File: src/rtl/mul_unit.sv
// Iterative radix-2 shift-add multiplier for the EX stage.
// Computes RV32M MUL/MULH/MULHSU/MULHU on magnitudes, then fixes the sign.
module mul_unit #(
  parameter int DATA_W = 32
) (
  input  logic              clk,
  input  logic              rst,
  input  logic              start,
  input  logic [1:0]        mul_op,
  input  logic [DATA_W-1:0] op_a,
  input  logic [DATA_W-1:0] op_b,
  input  logic              flush,
  output logic              busy,
  output logic              stall,
  output logic              done,
  output logic [DATA_W-1:0] result
);

  localparam int N  = DATA_W;
  localparam int CW = $clog2(N);
  localparam logic [CW-1:0] LAST = CW'(N - 1);

  localparam logic [1:0] OP_MUL    = 2'b00;
  localparam logic [1:0] OP_MULH   = 2'b01;
  localparam logic [1:0] OP_MULHSU = 2'b10;

  typedef enum logic [1:0] {
    IDLE = 2'b00,
    BUSY = 2'b01,
    DONE = 2'b10
  } state_t;

  state_t          state;
  logic [CW-1:0]   cnt;
  logic [2*N-1:0]  acc;
  logic [N-1:0]    mcand;
  logic [N-1:0]    mplier;
  logic [1:0]      op_q;
  logic            sign_a;
  logic            sign_b;

  logic            sa_in;
  logic            sb_in;
  logic [N-1:0]    mag_a;
  logic [N-1:0]    mag_b;
  logic [N:0]      sum;
  logic [2*N-1:0]  acc_nxt;
  logic [2*N-1:0]  p_fin;
  logic [N-1:0]    res_nxt;

  // Operand signs/magnitudes and one shift-add step of the accumulator.
  always_comb begin
    sa_in   = ((mul_op == OP_MULH) || (mul_op == OP_MULHSU)) & op_a[N-1];
    sb_in   = (mul_op == OP_MULH) & op_b[N-1];
    mag_a   = sa_in ? (~op_a + 1'b1) : op_a;
    mag_b   = sb_in ? (~op_b + 1'b1) : op_b;
    sum     = {1'b0, acc[2*N-1:N]}
            + (mplier[0] ? {1'b0, mcand} : {(N+1){1'b0}});
    acc_nxt = {sum, acc[N-1:1]};
    p_fin   = (sign_a ^ sign_b) ? (~acc_nxt + 1'b1) : acc_nxt;
    res_nxt = (op_q == OP_MUL) ? p_fin[N-1:0] : p_fin[2*N-1:N];
  end

  assign busy  = (state == BUSY);
  assign stall = (start & (state == IDLE) & ~flush) | busy;

  // Control FSM plus datapath registers; done trails the DONE state by one edge.
  always_ff @(posedge clk) begin
    if (rst) begin
      state  <= IDLE;
      cnt    <= '0;
      acc    <= '0;
      mcand  <= '0;
      mplier <= '0;
      op_q   <= '0;
      sign_a <= 1'b0;
      sign_b <= 1'b0;
      done   <= 1'b0;
      result <= '0;
    end else begin
      done <= (state == DONE);
      case (state)
        IDLE: begin
          if (start && !flush) begin
            state  <= BUSY;
            op_q   <= mul_op;
            sign_a <= sa_in;
            sign_b <= sb_in;
            mcand  <= mag_a;
            mplier <= mag_b;
            acc    <= '0;
            cnt    <= '0;
          end
        end
        BUSY: begin
          if (flush) begin
            state <= IDLE;
          end else begin
            acc    <= acc_nxt;
            mplier <= mplier >> 1;
            cnt    <= cnt + CW'(1);
            if (cnt == LAST) begin
              state  <= DONE;
              result <= res_nxt;
            end
          end
        end
        DONE: state <= IDLE;
        default: state <= IDLE;
      endcase
    end
  end

endmodule

File: config.mk
export PLATFORM = sky130hd
export DESIGN_NAME = mul_unit
export DESIGN_NICKNAME = d
export VERILOG_FILES = /design/src/rtl/mul_unit.sv
export SDC_FILE = /design/constraint.sdc
export NUM_CORES = 1
export LEC_CHECK = 0
export BUFFER_PORTS_ARGS = -buffer_cell sky130_fd_sc_hd__clkbuf_2
export CORE_ASPECT_RATIO = 0.75
export CORE_MARGIN = 10
export CORE_UTILIZATION = 43
export CTS_BUF_LIST = sky130_fd_sc_hd__clkbuf_4
export CTS_CLUSTER_SIZE = 25
export DETAILED_ROUTE_END_ITERATION = 8
export PLACE_DENSITY_LB_ADDON = 0.3
export SYNTH_ARGS = -nofsm -noshare
export SYNTH_HDL_FRONTEND = slang
export SYNTH_SLANG_ARGS = --single-unit
File: constraint.sdc
create_clock -name clk -period 5.4 [get_ports clk]
set_clock_uncertainty 0.05 [all_clocks]
set_input_delay 1.62 -clock clk [delete_from_list [all_inputs] [get_ports clk]]
set_output_delay 1.62 -clock clk [all_outputs]
set_load 0.05 [all_outputs]
== Word-level counts from Yosys, hierarchy flattened ==
Index checks and enable logic that the tools add are counted.
W data, S select, Z words.

* Flip-flop bits (word level): 172
* Input port bits: 70
* Output and inout bits: 35

* Add/sub/neg operators: 5
* Equal/unequal tests: 8
* Muxes and demuxes: 18
* Bitwise logic cells: 10
* Reductions and logical operators: 10

{| class="wikitable"
|+ Operator list
! cell !! number
|-
| $mux W32 || 6
|-
| $mux W64 || 3
|-
| $pmux W64 S2 || 1
|-
| $add A32 B1 Y32 const B || 2
|-
| $add A64 B1 Y64 const B || 1
|-
| $not A32 Y32 || 2
|-
| $not A64 Y64 || 1
|-
| $pmux W32 S2 || 1
|-
| $add A32 B32 Y33 || 1
|-
| $mux W5 || 2
|-
| $pmux W5 S2 || 1
|-
| $mux W2 || 3
|-
| $reduce_and A3 Y1 || 2
|-
| $add A5 B1 Y5 const B || 1
|-
| $eq A5 B5 Y1 const B || 1
|-
| $and A1 B1 Y1 || 4
|-
| $eq A2 B1 Y1 const B || 2
|-
| $eq A2 B2 Y1 const B || 2
|-
| $logic_not A2 Y1 || 2
|-
| $pmux W2 S2 || 1
|-
| $reduce_and A2 Y1 || 2
|-
| $ne A3 B2 Y1 const B || 1
|-
| $ne A2 B1 Y1 const B || 1
|-
| $ne A2 B2 Y1 const B || 1
|-
| 7 further kinds || 7
|}

== Logic depth before layout (Yosys ltp) ==
Gate-level depths: netlist (run 1).

* Word-level depth: 6
* Mapped depth: 15
* Depth with buffers taken out: 13

== Least setup slack after synthesis (run 1) ==
Ideal clock, no wire load.

* Path type: input to output
* Start point: input flush
* End point: output stall
* Arrival: 2790 ps
* Slack: 940 ps
* Stages on the path: 3
* Path buffers: 1
* Cells stage by stage: or4b_2 -> clkbuf_1 -> nand2_1

* Word-level cells in the longest chain between the ends: 3

{| class="wikitable"
|+ RTL lines
! item !! line !! RTL
|-
| from (decl) || 12 || <nowiki>input logic flush,</nowiki>
|-
| $not A1 Y1 (no line) || n/a ||
|-
| $and A1 B1 Y1 || 65 || <nowiki>assign stall = (start & (state == IDLE) & ~flush) | busy;</nowiki>
|-
| $or A1 B1 Y1 || 65 ||
|-
| to (decl) || 14 || <nowiki>output logic stall,</nowiki>
|}

Every way passes these cells.

== Final worst setup path (run 1) ==
Ends and elaborated chain as after synthesis.

==> run summary, run 1 <==
The run gives 33,800 um as the aggregate routed wire length. For the number of filler cells placed in the layout, the log shows 2,739. In this design, the critical path's most frequently occurring cell is sky130_fd_sc_hd__clkbuf_2.

Tracing the worst setup path back leads to its startpoint at flush. Entering global routing, the biggest net connects 98 pins. The count of endpoints failing hold in the final timing report was 0.

The worst pin sits at a relative slew slack of 29.4%. The net switching power was 752 uW; the sum of buffers and inverters on the critical path was 2. The post-detailed-route DRC marker count was 0. Kind of capture point of the worst setup path: a primary output. Once layout is complete, the utilization of the core stands at 46.7%.

The final period demand of the worst path is 4600 ps, and the number of post-CTS setup repair buffers is 0. In this run the tool buffered the top-level ports with 104 buffer cells. Measured along the x axis, the die boundary spans 210 um.

The kind of launch point of the worst setup path is an input port. At the end of the flow, the number of nets in the layout was 1,636. The critical path in this run is classified as in -> out.

The synthesized netlist contains 96 unique library cells. The number of cell rows was 52; the delay contributed by the slowest stage of the critical path was 780 ps. After clock tree synthesis, the repair step resized 0 gates. The global-route wire length before repair was 54,000 um; the placeable core region was 26,900 um2. Buffers inserted during clock tree synthesis total 17.

Among all flip-flop cells after synthesis, the most frequent one is sky130_fd_sc_hd__dfxtp_1. The synthesized flop and latch total came out at 171. In the synthesized netlist the async set-or-reset flop fraction comes to 0%.

Global routing consumed, on the met3 layer, 4.10% of the routing resources. TritonCTS built the clock tree. The met2 global-route usage was 26.7%; the share of the cycle needed by the critical path after routing was 85.1%. Once layout is complete, the cells apart from fillers number 1,891. The run gives 920 ps as the slack of the worst reg-to-reg path.

Among all stages on the critical path, the largest delay is contributed by sky130_fd_sc_hd__or4b_2. The total overflow left after global routing is 0. For this run, the detailed router's first-pass iteration total came to 6.

Per report_power, the sequential group accounts for 53.3% of the total. The floorplan step set the die height to 163 um. Data on the critical path arrives at its endpoint at 2930 ps. For the via count of the first global-routing pass, the log shows 9,998. The clock sink count came out at 171.

The clock edge transition at the registers on the reported setup and hold paths works out to 150 ps. The instance count of the mapped netlist was 1,495. Switching portion of total power: 30.4%. For the final routed database, the setup TNS stands at 0 ps.

Of the total power, the clock network draws 32.1%. For the number of buffers on the longest clock path, the log shows 2. The tools report the destination of the worst register-to-register timing path as result[31].

For this design the static power due to leakage is 4.77 nW. Summing over every cut layer, the via total after detailed routing is 11,100. The total non-filler cell area in the finished layout is 12,600 um2, and the power density over cell area is 197 nW/um2. The post-detailed-route wirelength per cell works out to 17.9 um.

Category of cells accounting for the largest share of critical-path delay: simple AND/OR/NAND/NOR gates. The total nets after synthesis came out at 1,604. The run gives 25,300 um as the HPWL reported at the end of detailed placement.

The portion of synthesized cell area occupied by the leading cell type was 29.4%. By area the synthesized netlist is led by sky130_fd_sc_hd__dfxtp_1 29%, sky130_fd_sc_hd__a21oi_1 5.9%, sky130_fd_sc_hd__nor2_1 5.8%. Among all cell types in the netlist, the one instantiated most often is sky130_fd_sc_hd__nor2_1. The maximum clock frequency is 218 MHz. The layer with the highest usage was met1. Measured in cells, the most critical reg-to-reg path has a length of 13. The tools report the final worst hold slack as 415 ps. The share of the Yosys chip area taken by registers is 29.4%. For the number of antenna violations at the first check in global routing, the log shows 0. Setup repair after global routing left no endpoint under its margin. At the pin with the least slew margin, the transition time is 1060 ps. Cell internal power was estimated by the tool at 1.72 mW.

The count of synthesis-stage warnings from yosys is 0, and the floorplan die area is 34,200 um2. The clock tree synthesis step divided the H-tree into 4 levels. 0 antenna diodes ended up in the layout.

For this configuration, the core starts out at a cell density of 43.4%. The layout-stage area growth over the synthesis result was 7.71%; the global routing met1 resource utilization was 29.5%. Across the run, the number of max-cap violations was 0. In this run the number of cells on the critical path is 4.

The cell sitting at the root of the clock tree is a sky130_fd_sc_hd__clkbuf_4. Combinational logic burns 14.6% of the power. Ranked by instance count, the synthesized netlist is headed by 179 x sky130_fd_sc_hd__nor2_1, 171 x sky130_fd_sc_hd__dfxtp_1, 139 x sky130_fd_sc_hd__nand2_1.

The tools report the total count of max-transition violations in the final report as 0. The number of placed instances, taps included, is 1,859. The class of the most critical hold timing path was reg -> reg. Setup violations remaining at the end of the flow were counted as 0. The count of flip-flops with a built-in enable after synthesis works out to 0. The required time at the endpoint of the critical path was 3730 ps. Averaged over all synthesized cells, the footprint is 7.80 um2.

The library cell with the largest summed area after synthesis is sky130_fd_sc_hd__dfxtp_1. For the worst-skew pair, the clock arrives at the later sink with an insertion delay of 610 ps. The origin of the critical flop-to-flop path was mplier[0]. For the total cell area at the placement stage, the log shows 12,300 um2. The signal on the critical path passes through clkbuf_2 -> or4b_2 -> nand2_1 -> clkbuf_2. The run gives 1,043 as the starting DRC count in detailed routing. Buffers inserted to repair hold after CTS numbered 0. The largest fanout on the critical path came out at 10. The run finished with clean final reports. The worst-case IR drop observed on VDD is 0.112 mV.

Fraction of layout instances using a drive strength above 1: 13.2%. The critical path ends at stall. At the end of routability-driven placement, the weighted congestion stood at 0.975. In this run the cell area of the synthesized design comes to 11,700 um2. Once detail routing completed, the nets flagged for antenna violations numbered 0. For this run, the total global-route usage over all layers was measured as 19.3%.

The I/O pin count is 105, and the via density per instance is 5.89.
-- per-layer routing --
metal	vias up	share of wire, %
met2	350	40
li1	5539	-
met4	0	0.90
met3	21	7.3
met1	5224	51
met5	-	0
-- power by group through the flow --
stage	clock network (mW)	logic, mW	registers (mW)
after floorplan	0	0.255	1.33
after global placement	0	0.355	1.34
after detailed placement	0	0.358	1.34
after CTS	0.811	0.359	1.32
after global routing	0.856	0.401	1.32
final	0.793	0.362	1.32
-- worst reg2reg max path, stage by stage (launching register included) --
cell                       delay, ps
sky130_fd_sc_hd__dfxtp_1         570
sky130_fd_sc_hd__and2_1          300
sky130_fd_sc_hd__ha_1            230
sky130_fd_sc_hd__fa_1            470
sky130_fd_sc_hd__a21o_1          220
sky130_fd_sc_hd__a311oi_2        440
sky130_fd_sc_hd__nor3_1          140
sky130_fd_sc_hd__o211ai_1        280
sky130_fd_sc_hd__and2_1          230
sky130_fd_sc_hd__xnor2_1         140
sky130_fd_sc_hd__nor4_1          600
sky130_fd_sc_hd__a41oi_1         280
sky130_fd_sc_hd__xor2_1          200
sky130_fd_sc_hd__a311oi_1        250
-- flip-flops by register name, indices dropped and copies added, names as in the netlist, 2 cells and up --
register	count
cnt	5
result	32
mplier	32
mcand	32
op_q	2
acc	63
state	2
-- cells in the final DEF, fill, tap and decap left out, types with 16 or more instances in the layout --
cell type                    n
sky130_fd_sc_hd__a211oi_1   36
sky130_fd_sc_hd__inv_1      26
sky130_fd_sc_hd__xnor2_1    57
sky130_fd_sc_hd__and2_1     40
sky130_fd_sc_hd__dfxtp_1   171
sky130_fd_sc_hd__o31ai_1    16
sky130_fd_sc_hd__a21oi_1   137
sky130_fd_sc_hd__nor2_1    176
sky130_fd_sc_hd__nor3_1     33
sky130_fd_sc_hd__o21ai_0    65
sky130_fd_sc_hd__clkbuf_2  103
sky130_fd_sc_hd__ha_1       38
sky130_fd_sc_hd__nand3_1    25
sky130_fd_sc_hd__clkbuf_4   20
sky130_fd_sc_hd__xor2_1     64
sky130_fd_sc_hd__a22oi_1    86
sky130_fd_sc_hd__nand2_1   139
-- worst min-delay path by stage --
stage / depth (start not counted) / endpoint / slack [ps] / from
2_1_floorplan: 2 / mcand[21] / 380 / mcand[21]
3_3_place_gp: 1 / result[21] / 380 / result[21]
3_5_place_dp: 1 / result[23] / 390 / result[23]
4_1_cts: 2 / result[24] / 420 / result[24]
5_1_grt: 2 / result[1] / 430 / result[1]
6_report: 2 / result[1] / 410 / result[1]
-- area by class of cell --
type	instances	area (um2)	area share (%)
sequential	171	3420	27.3
clock inverter	12	140	1.12
timing repair buffer	118	641	5.10
clock buffer	20	150	1.20
inverter	27	101	0.807
multi-input combinational	1192	7670	61.0
tap	351	439	3.50
-- logic make-up (layout without fill, tap and decap cells) --
logic type | Yosys count | count (layout) | share of synthesized area (%)
and+or+nand+nor | 541 | 541 | 23.4
AOI/OAI and AO/OA | 482 | 482 | 27.8
DFF | 171 | 171 | 29.4
buffers and inverters | 132 | 177 | 5.17
xor gates and xnor gates | 123 | 123 | 9.30
adders and majority gates | 39 | 39 | 4.25
muxes | 7 | 7 | 0.708
-- per-stage QoR --
stage          worst slack [ps]  total power [mW]
2_1_floorplan               940              1.59
3_3_place_gp                810              1.70
3_5_place_dp                783              1.70
4_1_cts                     802              2.49
5_1_grt                     480              2.58
6_report                    804              2.47
Note: power is estimated with default switching activity, not from simulation.
==> run 2: changes to the inputs <==
--- a/config.mk
+++ b/config.mk
@@ -8,7 +8,7 @@
 export BUFFER_PORTS_ARGS = -buffer_cell sky130_fd_sc_hd__clkbuf_2
 export CORE_ASPECT_RATIO = 0.75
 export CORE_MARGIN = 10
-export CORE_UTILIZATION = 43
+export CORE_UTILIZATION = 62
 export CTS_BUF_LIST = sky130_fd_sc_hd__clkbuf_4
 export CTS_CLUSTER_SIZE = 25
 export DETAILED_ROUTE_END_ITERATION = 8
==> run summary, run 2 (synthesized netlist as in run 1, its figures left out) <==
The tools report the HPWL reported at the end of detailed placement as 24,300 um (was 25,300 um). The run gives 0 ps (unchanged) as the sum of negative setup slack. The type of the setup path with the least slack is in -> out (unchanged).

The run gives 0 (unchanged) as the count of endpoints failing hold in the final timing report. The number of resized instances in the post-cts repair step is 0 (unchanged), and the number of placed instances with taps included is 1,751 (was 1,859). The number of hold buffers added after cts was 0 (unchanged). The flow ran to the end, and the final reports show no timing, DRC or antenna violations.

The routed metal-1 wirelength came out at 16,100 um (was 17,400 um). The total design power was 2.50 mW (was 2.47 mW). The number of cell rows is 43 (was 52). For the all-layer global routing usage, the log shows 25.5% (was 19.3%).

The clock buffer count from CTS is 17 (unchanged), and the slack of the worst reg-to-reg path is 810 ps (was 920 ps). The fraction of layout instances using a drive strength above 1 was 13.0% (was 13.2%); the number of post-CTS setup repair buffers was 0 (unchanged). The I/O pin count was 105 (unchanged); the clock edge transition at the registers on the reported setup and hold paths was 130 ps (was 150 ps). The layout-stage area growth over the synthesis result is 6.56% (was 7.71%), and the routed length on met2 is 13,500 um (was 13,600 um). The filler-free cell count of the finished design was 1,783 (was 1,891). The run gives 0 (unchanged) as the number of antenna violations at the first check in global routing. The required time at the endpoint of the critical path came out at 3730 ps (about the same). For the clock sink count, the log shows 171 (unchanged).

The area of combinational cells with multiple inputs came out at 7670 um2 (unchanged). The tools report the aggregate routed wire length as 32,500 um (was 33,800 um). The clock latency at the later pin of the worst-skew pair was 600 ps (was 610 ps); the sum of met3 wire segment lengths after detailed routing was 2480 um (was 2450 um). The tools report the kind of capture point of the worst setup path as a primary output (unchanged).

For the number of buffers on the longest clock path, the log shows 2 (unchanged). Starting density of the core: 63.0% (was 43.4%). The share of the cycle needed by the critical path after routing is 85.1% (about the same). The logs give 1,632 (was 1,636) for the number of nets in the layout and 0 (unchanged) for the number of endpoints failing setup at the final stage.

Source of the worst hold timing path: result[24] (was result[1]). The run gives 1,631 (was 2,739) as the number of filler cells placed in the layout. The uppermost signal routing layer after detailed routing was met4 (unchanged). The count of vias placed by the detailed router is 11,300 (was 11,100).

The total congestion overflow after global routing was 0 (unchanged). The cell count of the worst reg-to-reg path works out to 12 (was 13). The number of flip-flops under the largest register name was 63 (unchanged). TritonCTS built the clock tree. The count of input and output buffers is 104 (unchanged), and the total non-filler cell area in the finished layout is 12,400 um2 (was 12,600 um2).

For the total of max-cap violations, the log shows 0 (unchanged). The class of the most critical hold timing path was reg -> reg (unchanged). The leakage power summed over all cells is 4.77 nW (about the same), and the placeable core region is 18,500 um2 (was 26,900 um2). The routability congestion estimate is 0.934 (was 0.975).

The starting DRC count in detailed routing came out at 1,233 (was 1,043). The global-route wire length before repair was 52,800 um (was 54,000 um); the chip height was 139 um (was 163 um). The via count of the first global-routing pass was 10,300 (was 9,998); the largest fanout on the critical path was 10 (unchanged). The count of antenna-violating nets left after detailed routing is 0 (unchanged). The die extent in x came out at 178 um (was 210 um).

Post-detailed-route DRC marker count: 0 (unchanged). The run gives 407 ps (was 415 ps) as the final worst hold slack. The power density over cell area was 202 nW/um2 (was 197 nW/um2).

The tools report the floorplan die area as 24,800 um2 (was 34,200 um2). The run gives 8 (was 6) as the first-pass iteration count of the detailed router. The largest voltage drop on the vdd net was 0.154 mV (was 0.112 mV); the slew at the pin closest to its max-slew limit was 1150 ps (was 1060 ps). Origin of the critical flop-to-flop path: mplier[0] (unchanged). The maximum clock frequency came out at 218 MHz (about the same). Destination of the worst register-to-register timing path: result[31] (unchanged). Top library cells by usage in the layout, fill and taps aside: 176 x sky130_fd_sc_hd__nor2_1, 171 x sky130_fd_sc_hd__dfxtp_1, 139 x sky130_fd_sc_hd__nand2_1, 137 x sky130_fd_sc_hd__a21oi_1, 103 x sky130_fd_sc_hd__clkbuf_2 (unchanged). The number of cells traversed by the worst hold path works out to 2 (unchanged). Root buffer cell: sky130_fd_sc_hd__clkbuf_4 (unchanged). The tools report the arrival time at the worst endpoint as 2920 ps (was 2930 ps).

The number of diodes added for antenna fixing was 0 (unchanged). Beginning of the critical path: flush (unchanged). Leading cell type in the layout, fill and taps excluded: sky130_fd_sc_hd__nor2_1 (unchanged).

The via density per instance was 6.36 (was 5.89); the final period demand of the worst path was 4590 ps (was 4600 ps). The total cell area at the placement stage came out at 12,100 um2 (was 12,300 um2). The largest register by flop count is acc (unchanged).

The deepest level of the CTS H-tree is 4 (unchanged), and the total count of max-transition violations in the final report is 0 (unchanged). The flip-flop and latch area was 3420 um2 (unchanged); the maximum number of pins on one net before global-route repair was 99 (was 98). The hold path endpoint was result[24] (was result[1]). Setup repair after global routing left no endpoint under its margin. Worst-case headroom to the max-slew limit: 23.0% (was 29.4%). The tools report the kind of launch point of the worst setup path as an input port (unchanged). The post-detailed-route wirelength per cell is 18.2 um (was 17.9 um).
run 2: cell types whose count changed in the layout (fill, tap and decap cells not counted), sizes merged:
cell    change
bufinv      +1
clkinv      -1
inv         +2
buf         -4
clkbuf      -2
run 2: worst max-delay path by stage:
stage                             to  slack (ps)
final                          stall         810
after global routing      result[31]         330
after CTS                      stall         800
after detailed placement  mplier[28]         770
after global placement         stall         820
after floorplan                stall         940
run 2: critical path: stages:
cell	delay, ps
sky130_fd_sc_hd__clkbuf_2	130
sky130_fd_sc_hd__or4b_2	770
sky130_fd_sc_hd__nand2_1	120
sky130_fd_sc_hd__clkbuf_2	280
run 2: cell type report:
cell class | instances | share of cell area (%)
sequential | 171 | 27.5
timing repair buffer | 114 | 4.91
clock inverter | 14 | 1.45
tap | 247 | 2.49
inverter | 27 | 0.816
multi-input combinational | 1192 | 61.7
clock buffer | 18 | 1.09
run 2: layer usage:
metal / track usage (%) / up-vias
met3: 5.25 / 49
met4: 5.12 / 0
met2: 35.8 / 479
li1: - / 5516
met1: 38.7 / 5290
met5: 0 / -
run 2: where the power goes:
group / switching (mW) / internal [mW] / leakage [nW]
logic: 0.234 / 0.126 / 3.21
registers: 0.0217 / 1.29 / 1.39
clock network: 0.491 / 0.338 / 0.175
run 2: stage by stage:
step	utilization, %	worst slack (ps)
2_1_floorplan	-	940
3_3_place_gp	65.4	819
3_5_place_dp	65.4	765
4_1_cts	67.1	801
5_1_grt	67.1	330
6_report	67.1	807
